**src/rtl/cordic_front_end.sv**
```systemverilog
// Input stage for the CORDIC rotation pipeline: angle fold, initial X/Y/Z, valid/tag shadow.
// Optional angle clamp and sticky range error enabled by defining CORDIC_RANGE_CHECK_EN.
module cordic_front_end #(
    parameter int unsigned        STAGES  = 16,
    parameter int unsigned        TAG_W   = 4,
    parameter logic signed [15:0] X_INIT  = 16'sd9949,
    parameter logic signed [15:0] HALF_PI = 16'sd12868,
    parameter logic signed [15:0] PI      = 16'sd25736
) (
    input  logic                    Clk,
    input  logic                    Reset,
    input  logic                    In_valid,
    output logic                    In_ready,
    input  logic signed [15:0]      In_angle,
    input  logic [TAG_W-1:0]        In_tag,
    output logic signed [15:0]      Initial_x,
    output logic signed [15:0]      Initial_y,
    output logic signed [15:0]      Initial_z,
    output logic                    Initial_cos_negate,
    output logic                    Out_valid,
    output logic [TAG_W-1:0]        Out_tag,
    output logic [4:0]              Inflight,
    output logic                    Idle,
    output logic                    Range_err
);

    localparam int unsigned DEPTH = STAGES + 1;

    logic                         accept_c;
    logic signed [15:0]           angle_c;
    logic                         clamp_hit_c;
    logic signed [15:0]           fold_z_c;
    logic                         fold_neg_c;
    logic [DEPTH-1:0]             shadow_valid;
    logic [DEPTH-1:0][TAG_W-1:0]  shadow_tag;

    assign In_ready = !Reset;
    assign accept_c = In_valid && In_ready;
    assign Idle     = (Inflight == 5'd0);

`ifdef CORDIC_RANGE_CHECK_EN
    // Saturate out-of-range requests to +/-PI before folding
    always_comb begin
        angle_c     = In_angle;
        clamp_hit_c = 1'b0;
        if (In_angle > PI) begin
            angle_c     = PI;
            clamp_hit_c = 1'b1;
        end else if (In_angle < -PI) begin
            angle_c     = -PI;
            clamp_hit_c = 1'b1;
        end
    end

    always_ff @(posedge Clk) begin
        if (Reset) begin
            Range_err <= 1'b0;
        end else if (accept_c && clamp_hit_c) begin
            Range_err <= 1'b1;
        end
    end
`else
    assign angle_c     = In_angle;
    assign clamp_hit_c = 1'b0;
    assign Range_err   = 1'b0;
`endif

    // Fold into [-pi/2, pi/2]; exactly +/-pi/2 stays unfolded
    always_comb begin
        fold_z_c   = angle_c;
        fold_neg_c = 1'b0;
        if (angle_c > HALF_PI) begin
            fold_z_c   = angle_c - PI;
            fold_neg_c = 1'b1;
        end else if (angle_c < -HALF_PI) begin
            fold_z_c   = angle_c + PI;
            fold_neg_c = 1'b1;
        end
    end

    // Pipeline initial values; non-accept cycles inject a zero bubble
    always_ff @(posedge Clk) begin
        if (Reset || !accept_c) begin
            Initial_x          <= 16'sd0;
            Initial_y          <= 16'sd0;
            Initial_z          <= 16'sd0;
            Initial_cos_negate <= 1'b0;
        end else begin
            Initial_x          <= X_INIT;
            Initial_y          <= 16'sd0;
            Initial_z          <= fold_z_c;
            Initial_cos_negate <= fold_neg_c;
        end
    end

    // Valid/tag shadow, plus the output register aligned with the pipeline's last stage
    always_ff @(posedge Clk) begin
        if (Reset) begin
            shadow_valid <= '0;
            shadow_tag   <= '0;
            Out_valid    <= 1'b0;
            Out_tag      <= '0;
        end else begin
            shadow_valid <= {shadow_valid[DEPTH-2:0], accept_c};
            shadow_tag   <= {shadow_tag[DEPTH-2:0], In_tag};
            Out_valid    <= shadow_valid[DEPTH-1];
            Out_tag      <= shadow_tag[DEPTH-1];
        end
    end

    // A request leaves the count on the edge that presents it on Out_valid
    always_ff @(posedge Clk) begin
        if (Reset) begin
            Inflight <= 5'd0;
        end else begin
            Inflight <= Inflight + 5'(accept_c) - 5'(shadow_valid[DEPTH-1]);
        end
    end

endmodule

```
**config.mk**
```make
export PLATFORM = sky130hd
export DESIGN_NAME = cordic_front_end
export DESIGN_NICKNAME = d
export VERILOG_FILES = /design/src/rtl/cordic_front_end.sv
export SDC_FILE = /design/constraint.sdc
export NUM_CORES = 1
export LEC_CHECK = 0
export ABC_AREA = 1
export BUFFER_PORTS_ARGS = -buffer_cell sky130_fd_sc_hd__buf_4
export CAP_MARGIN = 20
export CORE_AREA = 2 2 101 93
export CTS_BUF_LIST = sky130_fd_sc_hd__clkbuf_4 sky130_fd_sc_hd__clkbuf_8
export DETAILED_ROUTE_END_ITERATION = 10
export DIE_AREA = 0 0 103 95
export PLACE_DENSITY_LB_ADDON = 0.3
export SYNTH_ARGS = -nofsm -noshare
export SYNTH_HDL_FRONTEND = slang
export SYNTH_SLANG_ARGS = --single-unit
export TNS_END_PERCENT = 10
```
**constraint.sdc**
```tcl
create_clock -name Clk -period 2.6 [get_ports Clk]
set_clock_uncertainty 0.15 [all_clocks]
set_input_delay 0.26 -clock Clk [delete_from_list [all_inputs] [get_ports Clk]]
set_output_delay 0.26 -clock Clk [all_outputs]
set_load 0.005 [all_outputs]
```
; ---- After elaboration in Yosys (flattened, before gate mapping)
; Index checks and enable logic that the tools add are counted.
[op_classes]
n_addsub = 4
multipliers = 0
n_div = 0
n_lt_le_gt_ge = 2
n_eq_ne = 0
n_shift = 0
n_mux = 5
bitwise = 0
reduce_logical = 5
[ops]
columns = operator, count
row1 = 16-bit 2-to-1 mux, 2
row2 = "16-bit adder, second input constant", 1
row3 = "16-bit by 15-bit greater-than comparator with 1-bit output, second input constant", 1
row4 = "16-bit by 15-bit less-than comparator with 1-bit output, second input constant", 1
row5 = "16-bit subtractor, second input constant", 1
row6 = 14-bit 2-to-1 mux, 1
row7 = 5-bit by 1-bit adder with 5-bit output, 1
row8 = 5-bit logical NOT, 1
row9 = 5-bit by 1-bit subtractor with 5-bit output, 1
row10 = 1-bit logical NOT, 2
row11 = 1-bit 2-to-1 mux, 2
row12 = 1-bit logical AND, 1
row13 = 1-bit logical OR, 1
[word_totals]
ff_bits = 128
latchBits = 0
ramBits = 0
romBits = 0
input_bits = 23
n_memories = 0

; ---- Longest topological paths before layout
; Gate-level depths: netlist of run 1.
[logic_depth]
depth_word = 5
depth_mapped = 14

; ---- Worst setup path after synthesis of run 1
; OpenSTA, ideal clock, no wires.
[synth_path]
path_kind = input to register
start = input port Reset
end = register Inflight[4]
setup_ps = 128
t_arrival_ps = 1990
required_ps = 2322
setup_slack_ps = 331
path_stages = 12
path_cell_list = inv_1 > nand2_1 > clkbuf_1 > ha_1 > inv_1 > ha_1 > inv_1 > fa_1 > nor3_1 > a211oi_1 > o21ai_0 > a21oi_1
[synth_via]
elab_chain_len = 4
[synth_rtl]
columns = element, line
row1 = "start, declared", 11  ; input logic Reset,
row2 = 1-bit logical NOT, 37  ; assign In_ready = !Reset;
row3 = 1-bit logical AND, 38  ; assign accept_c = In_valid && In_ready;
row4 = 5-bit by 1-bit adder with 5-bit output, 116  ; Inflight <= Inflight + 5'(accept_c) - 5'(shadow_valid[DEPTH-1]);
row5 = 5-bit by 1-bit subtractor with 5-bit output, 116
row6 = "end signal, assigned", 116
row7 = "end, declared", 22  ; output logic [4:0] Inflight,
; Several ways; a longest one is shown, not always the timed one.
; A chain may end at the register's enable or synchronous reset.

; ---- Worst setup path after layout of run 1
[layout_path]
start = input port In_angle[2]
end = register Initial_z[9]
[layout_via]
elab_chain_len = 3
elab_cells_between_ends = 6
classes_between = add/sub (2) / order compare (2) / mux (2)
[layout_rtl]
columns = element, line
row1 = "start, declared", 14  ; input logic signed [15:0] In_angle,
row2 = 16-bit adder / 16-bit by 15-bit less-than comparator with 1-bit output (equally long branches), "76, 75"
row3 = 16-bit 2-to-1 mux, 75  ; end else if (angle_c < -HALF_PI) begin
row4 = 16-bit 2-to-1 mux *, 72  ; if (angle_c > HALF_PI) begin
row5 = "end signal, assigned", 91  ; Initial_z <= fold_z_c;
row6 = "end, declared", 18  ; output logic signed [15:0] Initial_z,
; Every way passes the cells marked *; elsewhere a longest branch is shown, timed or not.

==> flow_metrics.env, run 1 <==
export IMPL_status="completed"
export IMPL_period_share_pct=79.1
export IMPL_p_leak_nw=2.45
export IMPL_wl_per_cell_um=10.8
export IMPL_n_antenna_cell=0
export IMPL_cp_max_fo=22
export IMPL_clock_sinks=113
export IMPL_vdd_drop_max_mv=0.383
export IMPL_maxCapViolCount=0
export IMPL_hold_viol_final=0
export IMPL_dp_slack_ns=0.284
export IMPL_cts_inserted_buffers=17
export IMPL_antenna_found_initial=0
export IMPL_fmax_mhz=486
export IMPL_num_io_pins=85
export IMPL_syn_mean_instance_area_um2=7.63
export IMPL_grt_pass1_vias=2891
export IMPL_gr_total_overflow=0
export IMPL_wirelength_um=8350
export IMPL_grt_pass1_wl_um=13600
export IMPL_hp_class="in2reg"
export IMPL_fin_ws_ns=0.542
export IMPL_ys_types=28
export IMPL_ys_ff_latch=113
export IMPL_rsz0062_at_grt="no"
export IMPL_clk_path_buf_depth=2
export IMPL_core_area_mm2=0.00884
export IMPL_crit_path_end_kind="register"
export IMPL_cts_resized=0
export IMPL_fin_nets=672
export IMPL_seqCellArea_mm2=0.00226
export IMPL_area_growth_syn_to_layout_pct=18.0
export IMPL_slew_headroom_pct=44.1
export IMPL_die_w_um=103
export IMPL_synthesis_area_mm2=0.00446
export IMPL_synth_seq_area_share_pct=50.8
export IMPL_routed_via_density=4.34
export IMPL_ant_nets=0
export IMPL_synth_warnings=0
export IMPL_timing_final_max_slew_violations=0
export IMPL_clk_pin_slew_worst_paths_ns=0.07
export IMPL_power_density_mw_per_mm2=730
export IMPL_place_congestion=0.891
export IMPL_reg2reg_from="shadow_valid[16]"
export IMPL_grt_max_degree=92
export IMPL_crit_path_start_kind="primary input"
export IMPL_worstSkewPairLatency_ns=0.42
export IMPL_cp_startpoint="In_angle[2]"
export IMPL_tns_ns=0
export IMPL_chipHeight_um=95
export IMPL_power_mw=3.84
export IMPL_hpwl_um=5710
export IMPL_hp_start="In_angle[12]"
export IMPL_htree_num_levels=4
export IMPL_fill_cells=825
export IMPL_path_class="in2reg"
export IMPL_grt_usage_pct=18.2
export IMPL_multi_input_area_mm2=0.00144
export IMPL_rows=33
export IMPL_drtPass1Iterations=4
export IMPL_ctsRootBufferMaster="clkbuf_8"
export IMPL_drive_above_1_share_pct=15.9
export IMPL_synth_cells=584
export IMPL_min_period_ns=2.06
export IMPL_drt_iter0_markers=195
export IMPL_drc_errors=0
export IMPL_die_area_mm2=0.00979
export IMPL_via_count=3365
export IMPL_worstPathArrival_ns=2.24
export IMPL_start_util_pct=50.4
export IMPL_cts_tree="yes"
export IMPL_setup_viol=0
export IMPL_worst_pin_slew_ns=0.839
export IMPL_utilization_pct=59.5
export IMPL_required_ns=2.78
export IMPL_port_buffers=60
## stage by stage
step           hold slack, ns  std cells  cell area, um^2
4_1_cts                0.0212        775             5260
2_1_floorplan           0.217        607             4540
3_3_place_gp            0.238        736             4780
3_5_place_dp            0.242        736             4780
5_1_grt                0.0394        775             5260
6_report               0.0446        775             5260
## Yosys cell counts
library cell,count,share of area (%)
nand3_1,20,2.2
clkbuf_2,1,0.11
nor2_1,123,10
nand3_2,3,0.67
xor2_1,5,0.98
nor2_2,2,0.28
fa_1,1,0.45
and2_1,1,0.14
buf_6,5,1.3
nand4_1,7,0.98
clkbuf_1,11,0.93
dfxtp_1,113,51
nand2_1,76,6.4
buf_2,3,0.34
a211oi_1,1,0.17
nor3_1,6,0.67
nand2_2,2,0.28
inv_2,1,0.084
ha_1,8,2.2
a31oi_1,1,0.14
a21oi_1,18,2.0
buf_4,35,5.9
o21ai_0,8,0.90
o21ai_1,8,0.90
conb_1,1,0.084
o21ai_2,1,0.20
nor3_2,1,0.22
inv_1,122,10
## routing by layer
| metal | share of wire (%) | track usage, % |
|---|---|---|
| met1 | 49 | 25.9 |
| met2 | 43 | 26.0 |
| met3 | 6.3 | 4.89 |
| met4 | 0.83 | 7.79 |
| met5 | 0 | 0 |
## final cells by class
type / count / share of cell area (%)
multi-input combinational: 316 / 27.4
clock buffer: 17 / 4.45
inverter: 123 / 8.78
sequential: 113 / 43.0
tap: 122 / 2.90
timing repair buffer: 69 / 10.2
clock inverter: 15 / 3.33
## cell usage in the layout (no fill, tap or decap)
cell,instances
dfxtp_1,113
buf_4,62
o21ai_1,8
ha_1,8
inv_8,3
and2_1,1
nand3_1,20
o21ai_2,1
o21ai_0,8
nor3_2,1
nand2_2,2
clkinv_4,3
inv_2,1
fa_1,1
clkinv_2,1
nor2_1,123
nand2_1,76
a211oi_1,1
xor2_1,5
nor3_1,6
clkinvlp_4,2
nor2_2,2
bufinv_16,2
a31oi_1,1
nand3_2,3
dlygate4sd3_1,7
inv_1,122
nand4_1,7
a21oi_1,18
clkbuf_8,17
inv_6,4
conb_1,24
## final timing paths
kind	to	slack (ns)	depth (start not counted)
hold / removal	Initial_z[12]	0.04	4
hold reg to reg	shadow_tag[49]	0.24	2
setup reg to reg	Inflight[4]	0.56	9
setup / recovery	Initial_z[9]	0.54	11
## report_power, final
group | leakage [nW] | internal, mW | switching (mW)
combinational | 1.33 | 0.158 | 0.228
clock | 0.203 | 0.884 | 0.771
sequential | 0.917 | 1.77 | 0.0254
total | 2.45 | 2.81 | 1.02
## flip-flops by register name, summed over array words and instances (netlist names)
register,count
shadow_tag,68
shadow_valid,17
Initial_z,16
Inflight,5
Out_tag,4
Initial_cos_negate,1
Initial_x,1
Out_valid,1
## worst max-delay path, stage by stage
cell and delay, ns:
dlygate4sd3_1 0.54, buf_4 0.15, inv_1 0.06, nor2_1 0.04
nand4_1 0.10, nor2_1 0.06, nor2_1 0.20, nand2_2 0.33
inv_1 0.26, nor2_1 0.07, a21oi_1 0.18
## repair_timing
action                                 in CTS  in global routing
endpoints found under the hold margin       7                  0
buffers inserted                            0                  0
hold buffers                                7                  0
## cell families after synthesis
group / count (synthesis) / synth area share (%)
other: 1 / 0.0841
AND/OR/NAND/NOR: 241 / 22.3
AO/OA/AOI/OAI: 37 / 4.32
XOR/XNOR: 5 / 0.983
buffers and inverters: 178 / 18.9
flip-flops: 113 / 50.8
adder cells (fa/ha/maj): 9 / 2.70
Note: power is estimated with default switching activity, not from simulation.
==> run 2, diff against run 1 <==
--- a/config.mk
+++ b/config.mk
@@ -5,13 +5,13 @@
 export SDC_FILE = /design/constraint.sdc
 export NUM_CORES = 1
 export LEC_CHECK = 0
-export ABC_AREA = 1
+export ABC_AREA = 0
 export BUFFER_PORTS_ARGS = -buffer_cell sky130_fd_sc_hd__buf_4
 export CAP_MARGIN = 20
-export CORE_AREA = 2 2 101 93
+export CORE_AREA = 2 2 98 91
 export CTS_BUF_LIST = sky130_fd_sc_hd__clkbuf_4 sky130_fd_sc_hd__clkbuf_8
 export DETAILED_ROUTE_END_ITERATION = 10
-export DIE_AREA = 0 0 103 95
+export DIE_AREA = 0 0 100 93
 export PLACE_DENSITY_LB_ADDON = 0.3
 export SYNTH_ARGS = -nofsm -noshare
 export SYNTH_HDL_FRONTEND = slang
==> constraint.sdc (replaced) <==
create_clock -name Clk -period 2 [get_ports Clk]
set_clock_uncertainty 0.15 [all_clocks]
set_input_delay 0.2 -clock Clk [delete_from_list [all_inputs] [get_ports Clk]]
set_output_delay 0.2 -clock Clk [all_outputs]
set_load 0.005 [all_outputs]
==> flow_metrics.env, run 2 <==
export IMPL_postSynth_asyncResetShare_pct=0
export IMPL_timing_final_max_slew_violations=0
export IMPL_pwr_share_clk_pct=45.6
export IMPL_cts_tree="yes"
export IMPL_area_growth_syn_to_layout_pct=27.4
export IMPL_clock_sinks=113
export IMPL_required_ns=2.18
export IMPL_die_w_um=100
export IMPL_start_util_pct=50.4
export IMPL_gr_total_overflow=0
export IMPL_htree_num_levels=4
export IMPL_wirelength_um=7210
export IMPL_cp_max_fo=2
export IMPL_ys_ff_latch=113
export IMPL_power_density_mw_per_mm2=983
export IMPL_violations="setup timing"
export IMPL_synth_top_cell_by_area="dfxtp_1"
export IMPL_drt_iter0_markers=103
export IMPL_die_area_mm2=0.00930
export IMPL_synthTopCellsByArea="dfxtp_1, nor2b_1, buf_4, mux2i_1, ha_1"
export IMPL_num_io_pins=85
export IMPL_reg_top3="shadow_tag x68, shadow_valid x17, Initial_z x16"
export IMPL_yosysMostFrequentCell="dfxtp_1"
export IMPL_clk_path_buf_depth=2
export IMPL_worst_pin_slew_ns=0.841
export IMPL_synth_common_cells="dfxtp_1, nor2b_1, buf_4"
export IMPL_fin_ws_ns=-0.00397
export IMPL_grt_pass1_wl_um=11900
export IMPL_hpwl_um=4370
export IMPL_worstSkewPairLatency_ns=0.41
export IMPL_grt_pass1_vias=2597
export IMPL_drc_errors=0
export IMPL_drive_above_1_share_pct=26.4
export IMPL_cts_inserted_buffers=17
export IMPL_n_antenna_cell=0
export IMPL_drtPass1Iterations=4
export IMPL_worstPathArrival_ns=2.18
export IMPL_slew_headroom_pct=43.9
export IMPL_holdWs_ns=0.0445
export IMPL_worst_path_max_delay_cell="or3_1"
export IMPL_layout_common_cells="dfxtp_1, nor2b_1, buf_4, conb_1, dlygate4sd3_1"
export IMPL_path_class="reg2reg"
export IMPL_clk_pin_slew_worst_paths_ns=0.07
export IMPL_vdd_drop_max_mv=0.558
export IMPL_ctsRootBufferMaster="clkbuf_8"
export IMPL_routed_via_density=4.69
export IMPL_final_common_cell="dfxtp_1"
export IMPL_synth_edf_count=0
export IMPL_crit_top_cell="inv_2"
export IMPL_p_sw_share_pct=22.5
export IMPL_largest_reg_flops=68
export IMPL_seq_power_share_pct=44.5
export IMPL_ant_nets=0
export IMPL_synth_ff_type="dfxtp_1"
export IMPL_maxCapViolCount=0
export IMPL_port_buffers=60
export IMPL_setup_viol=2
export IMPL_grt_usage_pct=16.6
export IMPL_grt_max_degree=95
export IMPL_cpPeakStageDelay_ns=0.37
export IMPL_utilization_pct=64.2
export IMPL_synthesis_area_mm2=0.00419
export IMPL_cp_cell_sequence="ha_4, inv_2, ha_4, inv_2, fa_2, inv_2, a21oi_2, nor2_1, or3_1, a21oi_2"
export IMPL_antenna_found_initial=0
export IMPL_place_congestion=0.844
export IMPL_p_leak_nw=2.31
export IMPL_chipHeight_um=93
export IMPL_synth_cells=403
export IMPL_fin_nets=513
export IMPL_rows=32
export IMPL_ys_types=54
export IMPL_synth_seq_area_share_pct=53.9
export IMPL_p_comb_share_pct=10.0
export IMPL_instances_no_fill=595
export IMPL_status="finished, violations left"
export IMPL_placedCellCount=542
export IMPL_p_int_mw=4.07
export IMPL_crit_path_end_kind="register"
export IMPL_hp_class="in2reg"
export IMPL_synth_top_area_share_pct=53.9
export IMPL_core_area_mm2=0.00833
export IMPL_min_period_ns=2.00
export IMPL_crit_path_start_kind="register"
export IMPL_rsz0062_at_grt="yes"
export IMPL_power_net_switching_mw=1.18
export IMPL_wl_per_cell_um=12.1
export IMPL_hold_viol_final=0
export IMPL_period_share_pct=100
export IMPL_syn_mean_instance_area_um2=10.4
export IMPL_via_count=2793
export IMPL_synth_warnings=0
export IMPL_fmax_mhz=499
export IMPL_top_register="shadow_tag"
==> run 2: logic make-up (layout without fill, tap and decap cells) <==
kind of cell,after synthesis,in the layout,share of synthesized area (%)
DFF,113,113,53.9
xor gates and xnor gates,3,3,0.627
other,1,24,0.0894
and+or+nand+nor,151,151,21.8
muxes,11,11,2.63
adders and majority gates,9,9,2.86
buffers and inverters,76,143,10.4
AOI/OAI and AO/OA,39,39,7.64
==> run 2: layout make-up <==
type / instances / area (um^2)
Sequential cell: 113 / 2260
Timing Repair Buffer: 95 / 783
Fill cell: 683 / 2980
Inverter: 17 / 63.8
Clock inverter: 13 / 210
Multi-Input combinational cell: 237 / 1660
Tap cell: 102 / 128
Clock buffer: 18 / 241
==> run 2: repair_timing <==
action	CTS	global route
endpoints found under the hold margin	19	0
hold buffers	20	0
gates resized for setup	7	10
cloned	0	0
pin swaps	4	6
endpoints found under the setup margin	1	11
setup buffers	1	1
==> run 2: stage by stage <==
step | cell area [um^2] | TNS [ns] | power (mW) | setup slack, ns
6_report | 5350 | -0.00681 | 5.25 | -0.00397
5_1_grt | 5350 | -0.156 | 5.47 | -0.0816
4_1_cts | 5270 | 0 | 5.30 | 0.00459
3_5_place_dp | 4600 | -0.436 | 2.85 | -0.201
3_3_place_gp | 4600 | -0.185 | 2.84 | -0.0811
2_1_floorplan | 4280 | 0 | 2.70 | 0.0238
==> run 2: power groups by stage <==
stage,combinational (mW),sequential [mW],clock (mW)
2_1_floorplan,0.314,2.39,0
3_3_place_gp,0.451,2.38,0
3_5_place_dp,0.459,2.39,0
4_1_cts,0.506,2.34,2.46
5_1_grt,0.574,2.34,2.56
6_report,0.524,2.34,2.39
==> run 2: path summary, 6_finish.rpt <==
check                                       from  slack [ns]  depth (start not counted)              to
worst max-delay path            shadow_valid[16]      -0.004                         10     Inflight[4]
worst min-delay path                In_angle[14]        0.04                          3   Initial_z[15]
worst max register to register  shadow_valid[16]      -0.004                         10     Inflight[4]
worst min register to register    shadow_tag[33]        0.28                          1  shadow_tag[37]
==> run 2: worst max-delay path, delay by kind of cell, from the launching register on <==
kind / cells / cell delay (ns)
adders and majority gates: 3 / 0.60
AOI/OAI and AO/OA: 2 / 0.27
DFF: 1 / 0.34
buffers and inverters: 3 / 0.13
and+or+nand+nor: 2 / 0.44
==> run 2: layer usage <==
metal / global-route usage (%) / wire (um)
met5: 0 / 0
met4: 7.19 / 80
met3: 5.68 / 425
met2: 26.0 / 3390
met1: 20.9 / 3310
==> run 3, diff against run 2 <==
--- a/config.mk
+++ b/config.mk
@@ -12,6 +12,7 @@
 export CTS_BUF_LIST = sky130_fd_sc_hd__clkbuf_4 sky130_fd_sc_hd__clkbuf_8
 export DETAILED_ROUTE_END_ITERATION = 10
 export DIE_AREA = 0 0 100 93
+export HOLD_SLACK_MARGIN = 0.06
 export PLACE_DENSITY_LB_ADDON = 0.3
 export SYNTH_ARGS = -nofsm -noshare
 export SYNTH_HDL_FRONTEND = slang
==> flow_metrics.env, run 3 (synthesis results as in run 2) <==
export IMPL_status="finished, violations left"
export IMPL_violations="setup timing"
export IMPL_num_io_pins=85
export IMPL_drive_above_1_share_pct=26.4
export IMPL_power_net_switching_mw=1.18
export IMPL_cts_tree="yes"
export IMPL_grt_max_degree=95
export IMPL_n_antenna_cell=0
export IMPL_vdd_drop_max_mv=0.557
export IMPL_holdWs_ns=0.0950
export IMPL_min_period_ns=2.00
export IMPL_largest_reg_flops=68
export IMPL_antenna_found_initial=0
export IMPL_routed_via_density=4.70
export IMPL_via_count=2799
export IMPL_fmax_mhz=499
export IMPL_path_class="reg2reg"
export IMPL_wirelength_um=7250
export IMPL_port_buffers=60
export IMPL_cp_max_fo=2
export IMPL_power_mw=5.25
export IMPL_rows=32
export IMPL_grt_usage_pct=16.6
export IMPL_timing_final_max_slew_violations=0
export IMPL_ctsRootBufferMaster="clkbuf_8"
export IMPL_place_congestion=0.844
export IMPL_reg_top3="shadow_tag x68, shadow_valid x17, Initial_z x16"
export IMPL_area_growth_syn_to_layout_pct=27.4
export IMPL_final_common_cell="dfxtp_1"
export IMPL_maxCapViolCount=0
export IMPL_drc_errors=0
export IMPL_crit_path_end_kind="register"
export IMPL_period_share_pct=100
export IMPL_worstPathArrival_ns=2.18
export IMPL_grt_pass1_wl_um=11900
export IMPL_die_w_um=100
export IMPL_gr_total_overflow=0
export IMPL_top_register="shadow_tag"
export IMPL_power_density_mw_per_mm2=983
export IMPL_instances_no_fill=595
export IMPL_slew_headroom_pct=43.9
export IMPL_core_area_mm2=0.00833
export IMPL_chipHeight_um=93
export IMPL_htree_num_levels=4
export IMPL_cts_inserted_buffers=17
export IMPL_required_ns=2.18
export IMPL_p_int_mw=4.07
export IMPL_dp_slack_ns=-0.201
export IMPL_clock_sinks=113
export IMPL_p_sw_share_pct=22.5
export IMPL_drt_iter0_markers=69
export IMPL_ant_nets=0
export IMPL_start_util_pct=50.4
export IMPL_hold_viol_final=0
export IMPL_die_area_mm2=0.00930
export IMPL_fin_nets=513
export IMPL_layout_common_cells="dfxtp_1, nor2b_1, buf_4, conb_1, dlygate4sd3_1"
export IMPL_placedCellCount=542
export IMPL_setup_viol=1
export IMPL_hp_class="in2reg"
export IMPL_clk_path_buf_depth=2
export IMPL_clk_pin_slew_worst_paths_ns=0.07
export IMPL_worstSkewPairLatency_ns=0.41
export IMPL_p_leak_nw=2.31
export IMPL_fin_ws_ns=-0.00256
export IMPL_worst_pin_slew_ns=0.842
export IMPL_pwr_share_clk_pct=45.5
export IMPL_p_comb_share_pct=10.0
export IMPL_wl_per_cell_um=12.2
export IMPL_grt_pass1_vias=2603
export IMPL_tns_ns=-0.00256
export IMPL_crit_path_start_kind="register"
export IMPL_drtPass1Iterations=4
export IMPL_hpwl_um=4370
export IMPL_rsz0062_at_grt="yes"
export IMPL_seq_power_share_pct=44.5
[run 3: cell counts in the layout (fill, tap and decap cells not counted)]
No cell type changed its count.
[run 3: path summary, 6_finish.rpt]
kind	start	to	slack [ns]	cells after the start
setup / recovery	shadow_valid[16]	Inflight[4]	-0.003	10
hold / removal	In_angle[6]	Initial_z[7]	0.1	4
setup reg to reg	shadow_valid[16]	Inflight[4]	-0.003	10
hold reg to reg	shadow_tag[33]	shadow_tag[37]	0.28	1
[run 3: stage by stage]
step	utilization (%)	area [um^2]
after floorplan	-	4280
after global placement	55.2	4600
after detailed placement	55.2	4600
after CTS	63.3	5270
after global routing	64.2	5350
final	64.2	5350
[run 3: critical path: stages (launching register included)]
cell	delay, ns
dfxtp_2	0.34
ha_4	0.25
inv_2	0.04
ha_4	0.15
inv_2	0.05
fa_2	0.20
inv_2	0.04
a21oi_2	0.12
nor2_1	0.07
or3_1	0.37
a21oi_2	0.15
[run 3: what timing repair did]
item	CTS	global route
hold endpoints to repair	20	0
buffers inserted	1	1
pin swaps	4	6
setup endpoints to repair	1	11
gates resized for setup	7	10
hold buffers	20	0
[run 3: routing by layer]
layer | wire (um) | share of wire, % | global-route usage [%]
met5 | 0 | 0 | 0
met4 | 70 | 0.96 | 7.19
met3 | 414 | 5.7 | 5.68
met2 | 3440 | 47 | 26.2
met1 | 3330 | 46 | 20.8
[run 3: area by class of cell]
type | count | area [um^2]
fill | 683 | 2980
sequential | 113 | 2260
multi-input combinational | 237 | 1660
timing repair buffer | 95 | 783
clock buffer | 18 | 241
clock inverter | 13 | 210
tap | 102 | 128
inverter | 17 | 63.8
[run 3: power by group through the flow]
| stage | clock (mW) | sequential (mW) | combinational [mW] |
|---|---|---|---|
| 2_1_floorplan | 0 | 2.39 | 0.314 |
| 3_3_place_gp | 0 | 2.38 | 0.451 |
| 3_5_place_dp | 0 | 2.39 | 0.459 |
| 4_1_cts | 2.46 | 2.34 | 0.507 |
| 5_1_grt | 2.56 | 2.34 | 0.574 |
| 6_report | 2.39 | 2.34 | 0.525 |
